`src/rtl/cla_multiword_seq.sv`:
```
// cla_multiword_seq: drives one external 32-bit CLA a word per clock, LSW first,
// to add or subtract WORDS x 32-bit operands, with the carry registered between words.
// Optional signed-overflow flag enabled by defining CLA_SEQ_OVERFLOW_EN; without it
// res_ovf is tied to 0 and the port list is unchanged.
module cla_multiword_seq #(
  parameter int unsigned WORDS = 4,
  parameter int unsigned IDXW  = 4
) (
  input  logic                  clk,
  input  logic                  rst,
  input  logic                  cmd_valid,
  output logic                  cmd_ready,
  input  logic [32*WORDS-1:0]   cmd_a,
  input  logic [32*WORDS-1:0]   cmd_b,
  input  logic                  cmd_cin,
  input  logic                  cmd_sub,
  output logic [31:0]           add_a,
  output logic [31:0]           add_b,
  output logic                  add_cin,
  input  logic [31:0]           add_s,
  input  logic                  add_cout,
  output logic                  res_valid,
  input  logic                  res_ready,
  output logic [32*WORDS-1:0]   res_sum,
  output logic                  res_cout,
  output logic                  res_ovf,
  output logic                  busy
);

  localparam int unsigned W = 32 * WORDS;

  typedef enum logic [1:0] {
    IDLE = 2'd0,
    RUN  = 2'd1,
    DONE = 2'd2
  } state_t;

  state_t          state;
  logic [W-1:0]    a_reg;
  logic [W-1:0]    b_reg;
  logic            carry;
  logic [IDXW-1:0] idx;
  logic            last_word;

  assign last_word = (idx == IDXW'(WORDS - 1));

  // Select the current word for the shared adder; inputs are held at 0 outside RUN.
  always_comb begin
    add_a   = '0;
    add_b   = '0;
    add_cin = 1'b0;
    if (state == RUN) begin
      add_cin = carry;
      for (int unsigned w = 0; w < WORDS; w++) begin
        if (idx == IDXW'(w)) begin
          add_a = a_reg[32*w +: 32];
          add_b = b_reg[32*w +: 32];
        end
      end
    end
  end

  // Control FSM plus operand, carry, index and result registers.
  always_ff @(posedge clk) begin
    if (rst) begin
      state     <= IDLE;
      cmd_ready <= 1'b1;
      res_valid <= 1'b0;
      busy      <= 1'b0;
      res_sum   <= '0;
      res_cout  <= 1'b0;
      carry     <= 1'b0;
      idx       <= '0;
      a_reg     <= '0;
      b_reg     <= '0;
    end else begin
      case (state)
        IDLE: begin
          if (cmd_valid && cmd_ready) begin
            a_reg     <= cmd_a;
            b_reg     <= cmd_sub ? ~cmd_b : cmd_b;
            carry     <= cmd_sub ? 1'b1 : cmd_cin;
            idx       <= '0;
            res_sum   <= '0;
            state     <= RUN;
            cmd_ready <= 1'b0;
            busy      <= 1'b1;
          end
        end
        RUN: begin
          for (int unsigned w = 0; w < WORDS; w++) begin
            if (idx == IDXW'(w)) res_sum[32*w +: 32] <= add_s;
          end
          carry <= add_cout;
          idx   <= idx + IDXW'(1);
          if (last_word) begin
            res_cout  <= add_cout;
            res_valid <= 1'b1;
            state     <= DONE;
          end
        end
        DONE: begin
          if (res_ready) begin
            res_valid <= 1'b0;
            cmd_ready <= 1'b1;
            busy      <= 1'b0;
            state     <= IDLE;
          end
        end
        default: begin
          state <= IDLE;
        end
      endcase
    end
  end

`ifdef CLA_SEQ_OVERFLOW_EN
  logic ovf_q;

  // Signed overflow from the top word's sign bits, captured on the final RUN edge.
  always_ff @(posedge clk) begin
    if (rst) begin
      ovf_q <= 1'b0;
    end else if (state == RUN && last_word) begin
      ovf_q <= (add_a[31] == add_b[31]) && (add_s[31] != add_a[31]);
    end
  end

  assign res_ovf = ovf_q;
`else
  assign res_ovf = 1'b0;
`endif

endmodule

```
`config.mk`:
```
export PLATFORM = sky130hd
export DESIGN_NAME = cla_multiword_seq
export DESIGN_NICKNAME = d
export VERILOG_FILES = /design/src/rtl/cla_multiword_seq.sv
export SDC_FILE = /design/constraint.sdc
export NUM_CORES = 1
export LEC_CHECK = 0
export ABC_AREA = 1
export CAP_MARGIN = 20
export CORE_ASPECT_RATIO = 1.4
export CORE_MARGIN = 2
export CORE_UTILIZATION = 45
export DETAILED_ROUTE_END_ITERATION = 8
export DONT_BUFFER_PORTS = 1
export PLACE_DENSITY = 0.61
export REMOVE_ABC_BUFFERS = 1
export SYNTH_ARGS = -nofsm -noshare
export SYNTH_HDL_FRONTEND = slang
export SYNTH_SLANG_ARGS = --single-unit
```
`constraint.sdc`:
```
create_clock -name clk -period 1.6 [get_ports clk]
set_input_delay 0.24 -clock clk [delete_from_list [all_inputs] [get_ports clk]]
set_output_delay 0.24 -clock clk [all_outputs]
set_load 0.005 [all_outputs]
```
# Word level (Yosys, flattened, before mapping)
# Index checks and enable logic that the tools add are counted.
# totals
register_bits	395
latchBits	0
ramBits	0
rom_bits	0
in_bits	295
output_inout_bits	198
n_memories	0
# op_classes
add_sub_neg	1
multipliers	0
div_mod_pow	0
magnitude_cmp	0
eq_ne	11
shifts	0
mux	35
n_bitwise	1
n_reduce_logical	16
# ops
op	n
two-way mux 32 bit	14
two-way mux 128 bit	2
one-hot mux 128 bit (2 select lines)	1
inverter 128 bit	1
AND reduction 3 bit	7
== test 4 x 2 -> 1 bit (second input constant)	2
two-way mux 1 bit	8
one-hot mux 1 bit (2 select lines)	4
one-hot mux 4 bit (2 select lines)	1
two-way mux 2 bit	3
!= test 2 x 1 -> 1 bit (second input constant)	3
!= test 2 bit (second input constant)	3
one-hot mux 2 bit (3 select lines)	1
AND reduction 2 bit	3
nonzero test 2 bit	3
adder 4 x 1 -> 4 bit (second input constant)	1
== test 4 x 1 -> 1 bit (second input constant)	1
logical NOT 4 bit	1
two-way mux 4 bit	1
== test 2 x 1 -> 1 bit (second input constant)	1
== test 2 bit (second input constant)	1
logical NOT 2 bit	1
logical AND 1 bit	1

# Longest topological paths before layout
# depth
depth_word	6
ltp_mapped	9

# Worst setup path after synthesis
# OpenSTA, ideal clock, no wires.
# synth_timing
kind	flip-flop to output port
startpoint	reg idx[0]
endpoint	out add_b[10]
arrival_ns	1.365
required_time_ns	1.360
setup_slack_ns	-0.005
path_stages_with_launch	9
path_buffers	2
cell_sequence	dfxtp_1 inv_1 ha_1 nand2_1 buf_2 buf_2 nand3_1 nand2_1 nand2_1
# synth_via
elab_chain_len	6
word_cells_on_any_way	9
classes_between	eq/ne: 3; mux: 5; reduce/logical: 1
# synth_lines
item	line_no	rtl
from (decl)	42	logic [IDXW-1:0] idx;
from (signal assigned)	95	idx <= idx + IDXW'(1);
logical NOT 4 bit	55	if (idx == IDXW'(w)) begin
two-way mux 32 bit (3 in series)	55	
two-way mux 32 bit *	55	
two-way mux 32 bit *	52	if (state == RUN) begin
to (decl)	18	output logic [31:0] add_b,
# Mark *: on every way between the ends. The rest lies on a longest branch, timed or not.

# Worst setup path in the final report
# layout_timing
startpoint	reg idx[1]
endpoint	out add_a[7]
# layout_via
elab_chain_len	6
word_cells_on_any_way	9
classes_between	eq/ne: 3; mux: 5; reduce/logical: 1
# layout_lines
item	line_no	rtl
logical NOT 4 bit	55	
two-way mux 32 bit (3 in series)	55	
two-way mux 32 bit *	55	
two-way mux 32 bit *	52	
to (decl)	17	output logic [31:0] add_a,
# Marks and branches as above.

==> results.sh <==
export IMPL_antenna_found_initial=1
export IMPL_coreArea_mm2=0.0393
export IMPL_seq_area_mm2=0.00792
export IMPL_synth_distinct_cells=22
export IMPL_syn_area_per_cell_um2=7.46
export IMPL_area_delta_synth_final_pct=32.0
export IMPL_yosysSeqAreaShare=0.443
export IMPL_die_w_um=172
export IMPL_clock_skew_ns=0.0148
export IMPL_start_util=0.455
export IMPL_cts_inserted_buffers=41
export IMPL_dp_cells=2810
export IMPL_clock_path_buffers=3
export IMPL_rsz0062_at_grt="true"
export IMPL_crit_path_cell_trace="buf_12 > ha_4 > nand2_8 > buf_12 > buf_12 > nor2_4 > nor2_1 > nand2_1 > nand2_1"
export IMPL_min_to="res_sum[39]$_SDFFE_PP0P_"
export IMPL_grt_overflow_total=0
export IMPL_postLayoutCoreUtil=0.600
export IMPL_r2r_start="idx[2]$_SDFFE_PP0P_"
export IMPL_synth_flop_cell="dfxtp_1"
export IMPL_fin_crit_sh=1.40
export IMPL_drc=0
export IMPL_synthTopCellsByCount="nand2_1 (504), nor2_1 (454), dfxtp_1 (395)"
export IMPL_slew_headroom=0.607
export IMPL_fin_cells=3100
export IMPL_ys_top_cells_by_area="dfxtp_1 (44%), nand2_1 (11%), nor2_1 (9.5%)"
export IMPL_r2r_end="res_sum[89]$_SDFFE_PP0P_"
export IMPL_synth_area_mm2=0.0179
export IMPL_grt_total_usage=0.286
export IMPL_fillers=3390
export IMPL_clock_sinks=395
export IMPL_dieArea_mm2=0.0413
export IMPL_hpwl_um=36900
export IMPL_drive_gt1_frac=0.175
export IMPL_final_cell_area_mm2=0.0236
export IMPL_ir_drop_uv=965
export IMPL_portBuffers=0
export IMPL_grt_busiest_layer="met2"
export IMPL_hold_buffers=165
export IMPL_cts_root_buf="clkbuf_16"
export IMPL_synthArstFlopShare=0
export IMPL_worstMarginPinSlew_ns=0.587
export IMPL_crit_path_start_kind="flip-flop"
export IMPL_cts_tree="built"
export IMPL_cp_arrival_ns=2.00
export IMPL_p_leak_nw=9.41
export IMPL_gp_congestion=0.833
export IMPL_path_max_fanout=6
export IMPL_first_iter_violations=1140
export IMPL_drv_max_cap_violation_count=0
export IMPL_wl_um=65600
export IMPL_grt_pass1_wl_um=91200
export IMPL_multi_input_area_mm2=0.00949
export IMPL_synthCells=2396
export IMPL_placed_area_mm2=0.0186
export IMPL_yosysWarningCount=0
export IMPL_holdWs_ns=-0.223
export IMPL_die_h_um=240
export IMPL_maxSlewViolCount=0
export IMPL_reg2reg_depth=10
export IMPL_fin_crit_ns=2.24
export IMPL_io_pin_count=493
export IMPL_nNetsFinal=2843
export IMPL_finalSetupViolations=116
export IMPL_use_met1=0.304
export IMPL_ant_nets=0
export IMPL_avgRoutedWirePerCell_um=21.2
export IMPL_crit_type="reg2out"
export IMPL_r2r_slack_ns=-0.19
export IMPL_hp_class="in2reg"
export IMPL_min_from="rst"
export IMPL_grt_pass1_vias=16242
export IMPL_cp_common_cell="buf_12"
export IMPL_dr_pass1_iters=8
export IMPL_cts_reportedPaths_clkPinSlew_ns=0.06
export IMPL_synth_top_cell_by_area="dfxtp_1"
export IMPL_met2_usage=0.511
export IMPL_clk_latency_ns=0.54
export IMPL_status="finished with violations"
export IMPL_routed_via_density=5.51
export IMPL_ys_ff_latch=395
export IMPL_yosysTopAreaCellShare=0.443
export IMPL_holdPathStages=1
export IMPL_fin_ws_ns=-0.639
export IMPL_cp_slowest_cell="dfxtp_4"
export IMPL_use_met3=0.0801
export IMPL_finalHoldViolCount=229
export IMPL_violations="hold timing, setup timing"
export IMPL_fin_setup_tns_ns=-38.77
export IMPL_cp_end_kind="output port"
export IMPL_rows=86
export IMPL_power_density_mw_per_mm2=1100
export IMPL_grt_max_degree=232
export IMPL_max_stage_delay_ns=0.38
export IMPL_synth_edf_count=0
export IMPL_fmax_mhz=447
export IMPL_via_count=17084
export IMPL_cts_htree_levels=2
export IMPL_required_ns=1.36
export IMPL_synth_most_common_cell="nand2_1"
## cell type report
cell class / instances / share of cell area
multi-input combinational: 1727 / 0.402
sequential: 395 / 0.336
timing repair buffer: 297 / 0.166
clock buffer: 59 / 0.0498
tap: 528 / 0.0280
inverter: 82 / 0.0153
clock inverter: 11 / 0.00260
antenna: 1 / 0.000106
## metrics by stage
| stage | setup WS (ns) | power (W) |
|---|---|---|
| floorplan | -6.03 | 0.0141 |
| global placement | -0.131 | 0.0154 |
| finish | -0.639 | 0.0259 |
| global route | -0.701 | 0.0269 |
| detailed placement | -0.183 | 0.0155 |
| CTS | -0.602 | 0.0254 |
## critical path, delay by kind of cell, from the launching register on
family	cells	cell delay, ns
flops	1	0.38
simple gates	5	0.45
buf+inv	3	0.42
fa+ha+maj	1	0.19
## power by group
part           switching, W  total (W)  internal (W)  leakage (nW)
combinational       0.00317    0.00559       0.00242          5.55
clock               0.00402    0.00910       0.00508         0.614
sequential         0.000517     0.0112        0.0107          3.25
total               0.00771     0.0259        0.0182          9.41
## cells in the final DEF (no fill, tap or decap), types with 4 or more instances in the layout
cell,count
a21oi_1,170
clkbuf_1,10
buf_6,10
ha_4,4
inv_4,5
dfxtp_1,389
bufbuf_16,4
nor2_4,12
a21oi_4,5
nand3_4,6
a211oi_2,89
nand2_8,10
clkbuf_8,8
a21oi_2,26
xnor2_1,96
inv_1,72
dlygate4sd3_1,165
clkbuf_16,56
buf_12,44
buf_16,14
o21ai_0,163
buf_4,40
nand3_1,145
nand2_4,14
clkinv_2,9
a211oi_1,7
buf_8,5
nand2_2,61
nor2_1,440
nor2_2,4
xor2_1,32
nand2_1,428
nand3_2,12
## worst max path at each step
stage	to	startpoint	slack, ns
6_report	add_a[7]	idx[1]$_SDFFE_PP0P_	-0.64
5_1_grt	add_a[14]	idx[2]$_SDFFE_PP0P_	-0.70
4_1_cts	add_a[25]	idx[1]$_SDFFE_PP0P_	-0.60
3_5_place_dp	add_b[10]	idx[0]$_SDFFE_PP0P_	-0.18
3_3_place_gp	add_b[10]	idx[0]$_SDFFE_PP0P_	-0.13
2_1_floorplan	b_reg[100]$_SDFFE_PP0P_	cmd_ready$_SDFFE_PP1P_	-6.03
## layer usage
layer	up-vias	routed length (um)
li1	8023	-
met1	8007	23100
met2	837	32400
met3	217	5840
met4	0	4270
met5	-	0
## repair_timing
item,CTS,global route
buffers inserted,19,5
gates cloned,18,16
gates resized for setup,137,137
hold endpoints to repair,390,230
endpoints found under the setup margin,195,251
pin swaps,9,49
## cells by family (layout without fill, tap and decap cells)
logic type | Yosys count | count (layout) | synth area share
compound gates | 462 | 462 | 0.168
xor+xnor | 128 | 128 | 0.0628
fa+ha+maj | 4 | 4 | 0.00280
buf+inv | 275 | 449 | 0.0733
flops | 395 | 395 | 0.443
other cells | 1 | 2 | 0.000210
simple gates | 1131 | 1132 | 0.250
No activity file was read; power rests on OpenSTA's default activity.
